## config.mk

```make
export PLATFORM = sky130hd
export DESIGN_NAME = mix_sequencer
export DESIGN_NICKNAME = d
export VERILOG_FILES = /design/src/rtl/mix_sequencer.sv
export SDC_FILE = /design/constraint.sdc
export NUM_CORES = 1
export LEC_CHECK = 0
export ABC_AREA = 1
export BUFFER_PORTS_ARGS = -buffer_cell sky130_fd_sc_hd__buf_4
export CAP_MARGIN = 10
export CELL_PAD_IN_SITES_DETAIL_PLACEMENT = 1
export CELL_PAD_IN_SITES_GLOBAL_PLACEMENT = 1
export CORE_MARGIN = 2
export CORE_UTILIZATION = 36
export DETAILED_ROUTE_END_ITERATION = 10
export GPL_ROUTABILITY_DRIVEN = 0
export PLACE_DENSITY = 0.68
export SYNTH_ARGS = -nofsm -noshare
export SYNTH_HDL_FRONTEND = slang
export SYNTH_SLANG_ARGS = --single-unit
```

## constraint.sdc

```tcl
create_clock -name CLOCK_50 -period 3.5 [get_ports CLOCK_50]
set_clock_uncertainty 0.2 [all_clocks]
set_input_delay 0.175 -clock CLOCK_50 [delete_from_list [all_inputs] [get_ports CLOCK_50]]
set_output_delay 0.175 -clock CLOCK_50 [all_outputs]
set_load 0.1 [all_outputs]
```

## src/rtl/mix_sequencer.sv

```systemverilog
`default_nettype none
// ============================================================================
// Module   : mix_sequencer
// Purpose  : Time-multiplexed 8-channel audio mix through one shared adder.
//            Define MIXER_AVG_EN to output sum/8 instead of the full sum.
// Revision : 1.0 - initial release
// ============================================================================
module mix_sequencer #(
    parameter int SAMPLE_DIV = 1134,
    parameter int NUM_CH     = 8,
    parameter int SAMPLE_W   = 8
) (
    input  logic                       CLOCK_50,
    input  logic                       reset,
    input  logic [NUM_CH*SAMPLE_W-1:0] audio_bus,
    input  logic [NUM_CH-1:0]          ch_enable,
    output logic [10:0]                mix_out,
    output logic                       mix_valid,
    output logic                       busy,
    output logic                       overrun
);

    localparam int c_cnt_w = (SAMPLE_DIV > 1) ? $clog2(SAMPLE_DIV) : 1;
    localparam int c_idx_w = $clog2(NUM_CH);
    localparam int c_mix_w = 11;

    localparam logic [c_cnt_w-1:0] c_cnt_last = c_cnt_w'(SAMPLE_DIV - 1);
    localparam logic [c_idx_w-1:0] c_idx_last = c_idx_w'(NUM_CH - 1);

    localparam logic [1:0] c_st_idle  = 2'd0;
    localparam logic [1:0] c_st_accum = 2'd1;
    localparam logic [1:0] c_st_done  = 2'd2;

    logic [c_cnt_w-1:0]         r_cnt;
    logic [1:0]                 r_state;
    logic [1:0]                 w_state_nxt;
    logic [NUM_CH*SAMPLE_W-1:0] r_snap;
    logic [NUM_CH-1:0]          r_en_snap;
    logic [c_idx_w-1:0]         r_idx;
    logic [c_mix_w-1:0]         r_acc;
    logic [c_mix_w-1:0]         r_mix_out;
    logic                       r_mix_valid;
    logic                       r_overrun;
    logic                       w_tick;
    logic [SAMPLE_W-1:0]        w_ch [NUM_CH];
    logic [c_mix_w-1:0]         w_addend;
    logic [c_mix_w-1:0]         w_mix_result;

    for (genvar g = 0; g < NUM_CH; g++) begin : g_ch
        assign w_ch[g] = r_snap[g*SAMPLE_W +: SAMPLE_W];
    end

    assign w_tick   = (r_cnt == c_cnt_last);
    assign w_addend = r_en_snap[r_idx] ? {{(c_mix_w-SAMPLE_W){1'b0}}, w_ch[r_idx]}
                                       : '0;

`ifdef MIXER_AVG_EN
    assign w_mix_result = {3'b000, r_acc[10:3]};
`else
    assign w_mix_result = r_acc;
`endif

    // Sample-rate divider runs regardless of FSM state so overruns never skew the rate.
    always_ff @(posedge CLOCK_50 or posedge reset) begin
        if (reset) begin
            r_cnt <= '0;
        end else if (w_tick) begin
            r_cnt <= '0;
        end else begin
            r_cnt <= r_cnt + 1'b1;
        end
    end

    always_ff @(posedge CLOCK_50 or posedge reset) begin
        if (reset) begin
            r_state <= c_st_idle;
        end else begin
            r_state <= w_state_nxt;
        end
    end

    always_comb begin
        w_state_nxt = r_state;
        case (r_state)
            c_st_idle:  if (w_tick) w_state_nxt = c_st_accum;
            c_st_accum: if (r_idx == c_idx_last) w_state_nxt = c_st_done;
            c_st_done:  w_state_nxt = c_st_idle;
            default:    w_state_nxt = c_st_idle;
        endcase
    end

    always_comb begin
        busy = (r_state != c_st_idle);
    end

    always_ff @(posedge CLOCK_50 or posedge reset) begin
        if (reset) begin
            r_snap      <= '0;
            r_en_snap   <= '0;
            r_idx       <= '0;
            r_acc       <= '0;
            r_mix_out   <= '0;
            r_mix_valid <= 1'b0;
            r_overrun   <= 1'b0;
        end else begin
            r_mix_valid <= 1'b0;
            case (r_state)
                c_st_idle: begin
                    if (w_tick) begin
                        r_snap    <= audio_bus;
                        r_en_snap <= ch_enable;
                        r_acc     <= '0;
                        r_idx     <= '0;
                    end
                end
                c_st_accum: begin
                    r_acc <= r_acc + w_addend;
                    r_idx <= r_idx + 1'b1;
                end
                c_st_done: begin
                    r_mix_out   <= w_mix_result;
                    r_mix_valid <= 1'b1;
                end
                default: begin
                end
            endcase
            // A tick on the DONE->IDLE edge is also dropped and flagged.
            if (w_tick && (r_state != c_st_idle)) begin
                r_overrun <= 1'b1;
            end
        end
    end

    assign mix_out   = r_mix_out;
    assign mix_valid = r_mix_valid;
    assign overrun   = r_overrun;

endmodule
`default_nettype wire

```

== After elaboration in Yosys (flattened, before gate mapping) ==
Index checks and enable logic that the tools add are counted.
Cells by class
  $add $sub $neg: 3
  muxes and demuxes: 15
  equality and inequality tests: 6
  reduce and logical (&&, ||, !) cells: 7
  magnitude comparators: 2
  bitwise logic cells: 1
Operators by type and width (number)
  $bmux 8 s3: 1
  $mux 8: 3
  $mux 11: 2
  $pmux 11 s2: 1
  $add 11x1->11 const B: 1
  $add 11x8->11: 1
  $eq 11x11->1 const B: 1
  $pmux 3 s2: 1
  $reduce_and 2->1: 3
  $ge 4x4->1 const B: 1
  $lt 3x4->1 const B: 1
  $mux 2: 2
  $ne 2x2->1 const B: 2
  $not 3->4: 1
  $pmux 2 s2: 1
  $reduce_bool 2->1: 2
  $add 3x1->3 const B: 1
  $bmux 1 s3: 1
  $eq 3x3->1 const B: 1
  $mux 3: 1
  $eq 2x1->1 const B: 1
  $eq 2x2->1 const B: 1
  $logic_not 2->1: 1
  $mux 1: 2
  $logic_and 1x1->1: 1
Word-level totals
  output and inout port bits: 14
  input port bits: 74
  flip-flop bits (word level): 112

== Longest topological paths before layout ==
Gate-level depths: netlist of the first run.
  depth in word-level cells: 7
  depth in mapped cells: 20
  gate-level depth less buffers: 19

== Least setup slack after synthesis of the first run ==
OpenSTA, ideal clock, no wires.
  kind: flip-flop to flip-flop
  from: register r_idx[1]
  to: register r_acc[8]
  library setup time: 0.120 ns
  path slack: 0.896 ns
  data required time: 3.180 ns
  cell stages (with the launch flop): 20
  period minus slack after synthesis: 2.604 ns
  buffers on the path: 2
  data arrival time: 2.285 ns
  cells stage by stage: dfrtp_1 -> buf_2 -> buf_1 -> a21oi_1 -> o21ai_0 -> nand2_1 -> nand2_1 -> nand2_1 -> nand2_1 -> inv_1 -> ha_1 -> fa_1 -> nand2_1 -> nand3_1 -> nand3_1 -> nand2_1 -> nand2_1 -> nand2_1 -> o21ai_0 -> inv_1
Between the ends
  word-level cells in the longest chain between the ends: 7
  elaborated cells between the ends (all ways): 9
  those cells by class: add/sub (1); mux (7); bitwise (1)
Ends and longest elaborated chain
  start, declared: line 39  | logic [c_idx_w-1:0] r_idx;
  start signal, assigned: line 118  | r_idx <= r_idx + 1'b1;
  $not 3->4 (implied by the code): line 54  | assign w_addend = r_en_snap[r_idx] ? {{(c_mix_w-SAMPLE_W){1'b0}}, w_ch[r_idx]}
  $bmux 8 s3: line 54
  $mux 8 (implied by the code) (2 in a row): line 54
  $mux 8 *: line 54
  $add 11x8->11 *: line 117  | r_acc <= r_acc + w_addend;
  $pmux 11 s2 *: line 107  | case (r_state)
  end signal, assigned: line 117
  end, declared: line 40  | logic [c_mix_w-1:0] r_acc;
Mark *: on every way between the ends. The rest lies on a longest branch, timed or not. The select of a mux whose other input is x is not followed.
A chain may end at the register's enable or synchronous reset.

== Worst setup path in the final report of the first run ==
  from: register r_idx[0]
  to: register r_acc[8]
Same word-level chain as after synthesis.

==> impl_metrics.yaml, run 1 <==
outcome:
  run_status: "finished, final reports clean"
clock_network:
  post_cts_resized: 0
  cts_hold_buffers: 73
  postCtsSetupRepairBufs: 0
  htree_levels: 3
  tritoncts: "done"
  insertion_delay_ns: 0.36
  numCtsBuffers: 9
  clock_sinks: 112
  cts_buffer_depth: 2
  path_clk_slew_ns: 0.07
  root_buffer: "clkbuf_16"
worst_setup_path:
  critPathArrivalTime_ns: 3.11
  timing.critical_path.from_type: "flop"
  worst_setup_path_end_kind: "flop"
  slowest_stage: "fa_1"
  critPathRequiredTime_ns: 3.54
  critical_path.most_common_cell: "nand2_1"
  worstPathCellList: "buf_4 > a21oi_1 > o21ai_0 > nand3_1 > and2_0 > nand2_1 > inv_1 > ha_1 > fa_1 > nand2_1 > nand3_1 > nand3_1 > nand2_1 > nand2_1 > nand2_1 > o21ai_0 > inv_1"
  max_stage_delay_ns: 0.41
  path_class: "flop to flop"
  crit_fanout: 39
floorplan:
  core_area_sq_um: 15900
  start_util_pct: 36.9
  dieArea_sq_um: 17400
  die_x_um: 132
  die_h_um: 132
  io-pin-count: 88
  row_count: 46
final_layout:
  final_nets: 950
  n_fill_cell: 1893
  diodes: 0
  stdcell_area_sq_um: 7770
  fin_cells: 1084
  area_growth_pct: 32.0
  drive_gt1_share_pct: 23.5
flow_run:
  cap_violations: 0
power_and_ir_drop:
  power_mw: 2.68
  ir_drop_mv: 0.230
  powerDensity_nw_per_um2: 345
  p_leak_nw: 3.96
global_routing:
  grt_use_total_pct: 19.8
  grt_max_degree: 70
  grt_pass1_vias: 5648
  antenna_found_initial: 0
  globalRouteOverflowTotal: 0
  grt_pass1_wl_um: 27700
synthesis:
  yosysUniqueCellTypes: 34
  yosysTopAreaCellShare_pct: 47.6
  syn_area_sq_um: 5890
  yosysWarnings: 0
  syn_area_per_cell_sq_um: 8.27
  ys_ff_latch: 112
  synth_common_cells: "nand2_1 (142), dfrtp_1 (112), inv_1 (107)"
  seq_area_frac_synth_pct: 47.6
  syn_nets: 799
  synth_area_leader_cell: "dfrtp_1"
  synth_edf_count: 0
  synth-async-reset-ratio_pct: 100
  yosysMostFrequentCell: "nand2_1"
  synthFlopType: "dfrtp_1"
  syn_inst: 712
  netlist_top_cells_area: "dfrtp_1 (48%), a21oi_2 (9.4%), nand2_1 (9.1%), inv_1 (6.8%), nor2_1 (4.8%)"
drt:
  viasPerCell: 4.68
  antenna_left: 0
  dr.pass1.iters: 4
  wire_per_inst_um: 15.2
  routed_wl_um: 16500
  drt_iter0_drc: 153
  num_vias: 5069
  drc: 0
placement:
  io_buffers: 87
  dpl.hpwl_um: 11500
  place_area_sq_um: 6740
  placedCellCount: 995
sta:
  fmaxAchievable_mhz: 326
  final-setup-viol-count: 0
  min_period_ns: 3.07
  rsz0062_at_grt: "no"
  slew_headroom_pct: 57.9
  finalMaxSlewViolations: 0
  fin_crit_sh_pct: 87.7
  worst_pin_slew_ns: 0.630
  holdWs_ns: 0.240
  fin_setup_tns_ns: 0
  finalHoldViolations: 0
min_path:
  hp-class: "primary input to asynchronous set/reset pin"
[layout by cell type, fill, tap and decap left out, drive strengths merged]
cell	Yosys	layout
dlygate4sd3	0	73
a21oi	111	111
o21bai	1	1
or2	1	1
and2	2	2
xnor2	5	5
nand2	142	142
nand3b	2	2
nor4	1	1
ha	12	12
xor2	3	3
clkinvlp	0	3
bufinv	0	1
dfrtp	112	112
clkinv	2	3
fa	1	1
o21ai	44	44
nor3	2	2
a21boi	1	1
nor3b	1	1
inv	108	109
and3	1	1
nand3	27	27
buf	19	101
nor2	94	94
clkbuf	15	10
nand4	5	5
[critical path, delay by kind of cell, from the launching register on]
kind / cells / cell delay [ns]
buffers and inverters: 3 / 0.44
and+or+nand+nor: 9 / 1.05
AOI/OAI and AO/OA: 3 / 0.27
adders and majority gates: 2 / 0.63
DFF: 1 / 0.36
[metal layers]
layer	up-vias	part of all wire, %	track usage, %
li1	2533	-	-
met1	2431	45	24.1
met2	87	51	35.4
met3	18	3.2	4.34
met4	0	1.4	4.89
met5	-	0	0
[logic make-up (layout without fill, tap and decap cells)]
kind of cell	count (synthesis)	count (layout)	share of synthesized area [%]
adder cells (fa/ha/maj)	13	13	2.89
buffers and inverters	144	300	10.9
AND/OR/NAND/NOR	278	278	20.0
AO/OA/AOI/OAI	157	157	17.5
XOR/XNOR	8	8	1.19
flip-flops	112	112	47.6
[report_power, final]
group | switching (mW) | leakage, nW | internal (mW) | total, mW
sequential | 0.0209 | 1.38 | 1.34 | 1.36
combinational | 0.117 | 2.44 | 0.147 | 0.264
clock | 0.488 | 0.141 | 0.576 | 1.06
total | 0.626 | 3.96 | 2.06 | 2.68
[path summary, 6_finish.rpt]
path,from,to,slack (ns),cells past startpoint
max reg2reg,r_idx[0],r_acc[8],0.43,17
max in group asynchronous,reset,r_acc[1],2.07,4
max,r_idx[0],r_acc[8],0.43,17
min in group CLOCK_50,mix_out[6],mix_out[6],0.27,2
min reg2reg,mix_out[6],mix_out[6],0.27,2
min,reset,mix_out[10],0.24,3
[area by class of cell]
cell class	instances	area, sq um	area share [%]
sequential	112	2800	36.1
multi-input combinational	456	2450	31.5
timing repair buffer	174	1530	19.6
inverter	110	415	5.35
tap	216	270	3.48
clock buffer	10	239	3.08
clock inverter	6	66.3	0.853
[metrics by stage]
stage | setup slack [ns] | utilization [%]
floorplan | 0.166 | -
global placement | 0.601 | 42.2
detailed placement | 0.491 | 42.2
CTS | 0.453 | 48.7
global route | 0.125 | 48.7
finish | 0.432 | 48.7
[sequential cells by signal, summed over array words and instances (netlist names)]
signal     count
overrun        1
r_idx          3
mix_out       11
r_en_snap      8
r_cnt         11
r_snap        64
mix_valid      1
r_acc         11
r_state        2
No activity file was read; power rests on OpenSTA's default activity.
==> run 2, diff against run 1 <==
--- a/config.mk
+++ b/config.mk
@@ -6,7 +6,7 @@
 export NUM_CORES = 1
 export LEC_CHECK = 0
 export ABC_AREA = 1
-export BUFFER_PORTS_ARGS = -buffer_cell sky130_fd_sc_hd__buf_4
+export BUFFER_PORTS_ARGS = -buffer_cell sky130_fd_sc_hd__buf_2
 export CAP_MARGIN = 10
 export CELL_PAD_IN_SITES_DETAIL_PLACEMENT = 1
 export CELL_PAD_IN_SITES_GLOBAL_PLACEMENT = 1
@@ -14,7 +14,8 @@
 export CORE_UTILIZATION = 36
 export DETAILED_ROUTE_END_ITERATION = 10
 export GPL_ROUTABILITY_DRIVEN = 0
-export PLACE_DENSITY = 0.68
+export PLACE_DENSITY = 0.82
+export REMOVE_ABC_BUFFERS = 1
 export SYNTH_ARGS = -nofsm -noshare
 export SYNTH_HDL_FRONTEND = slang
 export SYNTH_SLANG_ARGS = --single-unit
==> impl_metrics.yaml, run 2 (synthesized netlist as in run 1, its figures left out) <==
outcome:
  run_status: "finished, final reports clean"
power_and_ir_drop:
  p_leak_nw: 3.89
  power_mw: 2.68
  powerDensity_nw_per_um2: 357
  ir_drop_mv: 0.236
clock_network:
  root_buffer: "clkbuf_16"
  cts_buffer_depth: 2
  path_clk_slew_ns: 0.07
  post_cts_resized: 0
  cts_hold_buffers: 73
  insertion_delay_ns: 0.36
  htree_levels: 3
  numCtsBuffers: 9
  postCtsSetupRepairBufs: 0
  clock_sinks: 112
  tritoncts: "done"
drt:
  wire_per_inst_um: 14.4
  antenna_left: 0
  drc: 0
  viasPerCell: 4.67
  routed_wl_um: 15500
  num_vias: 5037
  drt_iter0_drc: 300
  dr.pass1.iters: 4
sta:
  fin_crit_sh_pct: 84.2
  finalMaxSlewViolations: 0
  rsz0062_at_grt: "no"
  worst_pin_slew_ns: 0.674
  slew_headroom_pct: 55.1
  fmaxAchievable_mhz: 339
  min_period_ns: 2.95
  final-setup-viol-count: 0
  fin_setup_tns_ns: 0
  finalHoldViolations: 0
worst_setup_path:
  crit_fanout: 22
  critical_path.most_common_cell: "nand2_1"
  worst_setup_path_end_kind: "flop"
  critPathRequiredTime_ns: 3.54
  max_stage_delay_ns: 0.40
  path_class: "flop to flop"
  critPathArrivalTime_ns: 2.99
  slowest_stage: "dfrtp_1"
  timing.critical_path.from_type: "flop"
  worstPathCellList: "buf_4 > o21ai_0 > nand3_1 > and2_0 > nand2_1 > inv_1 > ha_1 > fa_1 > nand2_1 > nand3_1 > nand3_1 > nand2_1 > nand2_1 > nand2_1 > o21ai_0 > inv_1"
placement:
  dpl.hpwl_um: 9840
  io_buffers: 87
  place_area_sq_um: 6480
final_layout:
  stdcell_area_sq_um: 7510
  diodes: 0
  final_cell_mix: "nand2_1 (142), dfrtp_1 (112), inv_1 (106)"
  regMostFlops: "r_snap"
  area_growth_pct: 27.7
  largest_reg_flops: 64
  drive_gt1_share_pct: 22.8
  layout_commonest_cell: "nand2_1"
  final_nets: 947
  n_fill_cell: 1941
global_routing:
  grt_max_degree: 117
  globalRouteOverflowTotal: 0
  grt_pass1_vias: 5536
  grt_use_total_pct: 18.9
  antenna_found_initial: 0
  grt_pass1_wl_um: 26700
floorplan:
  start_util_pct: 36.9
  dieArea_sq_um: 17400
  die_x_um: 132
  io-pin-count: 88
  die_h_um: 132
  core_area_sq_um: 15900
  row_count: 46
flow_run:
  cap_violations: 0
min_path:
  hp-class: "flop to flop"
==> run 2: per-layer routing <==
metal | track usage [%] | routed length (um)
met3 | 2.46 | 349
met4 | 7.61 | 385
met5 | 0 | 0
met2 | 33.0 | 7680
met1 | 23.8 | 7090
==> run 2: metrics by stage <==
| stage | worst slack [ns] | cells | hold WS, ns | util (%) |
|---|---|---|---|---|
| after floorplan | -1.43 | 678 | 0.117 | - |
| after global placement | 0.656 | 992 | 0.183 | 40.7 |
| after detailed placement | 0.558 | 992 | 0.187 | 40.7 |
| after CTS | 0.548 | 1079 | 0.272 | 47.1 |
| after global routing | 0.148 | 1079 | 0.303 | 47.1 |
| final | 0.553 | 1079 | 0.265 | 47.1 |
==> run 2: where the power goes <==
group,switching [mW],internal (mW),total (mW)
logic,0.113,0.124,0.238
registers,0.0187,1.34,1.35
clock network,0.470,0.622,1.09
==> run 2: worst max-delay path, delay by kind of cell, from the launching register on <==
kind,cells,cell delay [ns]
AOI/OAI and AO/OA,2,0.25
adders and majority gates,2,0.62
buffers and inverters,3,0.31
DFF,1,0.40
and+or+nand+nor,9,1.05
==> run 2: path summary, 6_finish.rpt <==
path	slack (ns)	endpoint	depth (start not counted)	start
min in group asynchronous	0.33	r_snap[20]	4	reset
max in group asynchronous	2.32	r_snap[22]	4	reset
worst max register to register	0.55	r_acc[8]	16	r_idx[0]
worst max-delay path	0.55	r_acc[8]	16	r_idx[0]
worst min-delay path	0.27	mix_out[2]	2	mix_out[2]
worst min register to register	0.27	mix_out[2]	2	mix_out[2]
==> run 2: layout make-up <==
cell class	instances	area (sq um)	area share [%]
Clock inverter	3	68.8	0.916
Timing Repair Buffer	171	1270	16.9
Inverter	110	415	5.53
Tap cell	216	270	3.60
Sequential cell	112	2800	37.3
Multi-Input combinational cell	456	2450	32.6
Clock buffer	11	233	3.10
==> run 3, diff against run 2 <==
==> constraint.sdc (replaced) <==
create_clock -name CLOCK_50 -period 2.7 [get_ports CLOCK_50]
set_clock_uncertainty 0.2 [all_clocks]
set_input_delay 0.135 -clock CLOCK_50 [delete_from_list [all_inputs] [get_ports CLOCK_50]]
set_output_delay 0.135 -clock CLOCK_50 [all_outputs]
set_load 0.1 [all_outputs]
==> impl_metrics.yaml, run 3 (synthesized netlist as in run 1, its figures left out) <==
floorplan:
  io-pin-count: 88
  start_util_pct: 36.9
  core_area_sq_um: 15900
  row_count: 46
  dieArea_sq_um: 17400
  die_x_um: 132
  die_h_um: 132
placement:
  dpl.hpwl_um: 10600
  dp_slack_ns: -0.165
  io_buffers: 87
worst_setup_path:
  worst_setup_path_end_kind: "flop"
  r2r-start: "r_idx[0]"
  crit_start: "r_idx[0]"
  cp-endpoint: "r_acc[9]"
  critPathArrivalTime_ns: 2.72
  timing.reg2reg.setup_slack_ns: 0.04
  critical_path.most_common_cell: "nand2_1"
  regToRegEndpoint: "r_acc[9]"
  path_class: "flop to flop"
  worstPathCellList: "inv_6 > buf_4 > a21oi_1 > o21ai_0 > nand2_1 > nand2_1 > nand2_1 > nand2_1 > inv_2 > ha_4 > nand2_2 > nor2_1 > nand3_1 > nand3_1 > nand3_1 > nand2_1 > inv_1"
  crit_fanout: 14
  timing.critical_path.from_type: "flop"
  r2r_cells: 17
  slowest_stage: "dfrtp_2"
  critPathRequiredTime_ns: 2.76
  max_stage_delay_ns: 0.47
drt:
  routed_wl_um: 17500
  drt_iter0_drc: 327
  viasPerCell: 4.77
  drc: 0
  dr.pass1.iters: 5
  wire_per_inst_um: 15.9
  antenna_left: 0
  num_vias: 5226
outcome:
  run_status: "finished, final reports clean"
power_and_ir_drop:
  ir_drop_mv: 0.310
  switching_share_pct: 23.7
  p_int_mw: 2.65
  p_leak_nw: 3.98
  clkPwrFrac_pct: 39.8
  p_comb_share_pct: 9.6
  powerDensity_nw_per_um2: 440
  switchingPower_mw: 0.823
  seq_power_share_pct: 50.7
sta:
  finalWorstSetupSlack_ns: 0.0375
  finalMaxSlewViolations: 0
  fmaxAchievable_mhz: 376
  fin_setup_tns_ns: 0
  final-setup-viol-count: 0
  slew_headroom_pct: 55.8
  min_period_ns: 2.66
  worst_pin_slew_ns: 0.660
  finalHoldViolations: 0
  fin_crit_sh_pct: 98.6
  rsz0062_at_grt: "yes"
clock_network:
  htree_levels: 3
  root_buffer: "clkbuf_16"
  cts_buffer_depth: 2
  path_clk_slew_ns: 0.08
  clock_sinks: 112
  insertion_delay_ns: 0.37
  tritoncts: "done"
  numCtsBuffers: 9
final_layout:
  drive_gt1_share_pct: 29.7
  layout_commonest_cell: "nand2_1"
  final_nets: 963
  final_cell_mix: "nand2_1 (133), dfrtp_1 (110), inv_1 (99)"
  diodes: 0
  ff_latch_area_sq_um: 2810
  largest_reg_flops: 64
  postLayoutCoreUtil_pct: 49.5
  regMostFlops: "r_snap"
  n_fill_cell: 1902
  area_growth_pct: 33.9
  multiInputGateArea_sq_um: 2650
flow_run:
  cap_violations: 0
min_path:
  hp-class: "primary input to asynchronous set/reset pin"
global_routing:
  grt_pass1_vias: 5693
  globalRouteOverflowTotal: 0
  grt_pass1_wl_um: 28200
  grt_max_degree: 57
  grt_use_total_pct: 20.5
  antenna_found_initial: 0
-- run 3: power groups by stage --
stage               Clock, mW  Sequential [mW]  Combinational [mW]
global route             1.47             1.76               0.369
global placement            0             1.78               0.219
CTS                      1.41             1.75               0.309
finish                   1.38             1.76               0.332
floorplan                   0             1.78               0.128
detailed placement          0             1.79               0.227
-- run 3: layout make-up --
class,count,area share (%)
clock buffers,11,3.08
clock inverters,4,0.682
inverters,110,5.38
well taps,216,3.43
multi-input cells,456,33.6
repair buffers,187,18.3
flip-flops and latches,112,35.6
-- run 3: timing repair --
action	4_1_cts	5_1_grt
resized for setup	12	65
endpoints found under the hold margin	110	0
pin swaps	0	7
endpoints found under the setup margin	7	8
buffers inserted	1	2
cloned	1	0
hold buffers	73	0
-- run 3: metal layers --
layer / wire length (um) / GRT usage [%] / vias to the layer above
met2: 9200 / 36.8 / 101
met5: 0 / 0 / -
met4: 437 / 7.07 / 0
met3: 595 / 4.96 / 34
li1: - / - / 2557
met1: 7230 / 23.8 / 2534
-- run 3: how the worst min path moves through the flow --
stage / start / endpoint / slack (ns)
6_report: reset / r_snap[17] / 0.18
5_1_grt: reset / r_snap[17] / 0.22
4_1_cts: reset / r_snap[17] / 0.17
3_5_place_dp: reset / r_snap[20] / 0.02
3_3_place_gp: reset / r_snap[20] / 0.02
2_1_floorplan: audio_bus[2] / r_snap[2] / 0.08
-- run 3: stage by stage --
| stage | total power, mW | hold slack (ns) | std cells | instance area (sq um) |
|---|---|---|---|---|
| 2_1_floorplan | 1.91 | 0.0766 | 678 | 5660 |
| 3_3_place_gp | 2.00 | 0.0163 | 1004 | 6590 |
| 3_5_place_dp | 2.01 | 0.0222 | 1004 | 6590 |
| 4_1_cts | 3.48 | 0.175 | 1094 | 7650 |
| 5_1_grt | 3.61 | 0.220 | 1096 | 7880 |
| 6_report | 3.47 | 0.177 | 1096 | 7880 |
-- run 3: critical path: cells and delay by family, from the launching register on --
kind            cells  cell delay, ns
fa+ha+maj           1            0.29
simple gates       10            0.92
flops               1            0.47
compound gates      2            0.27
buf+inv             4            0.40
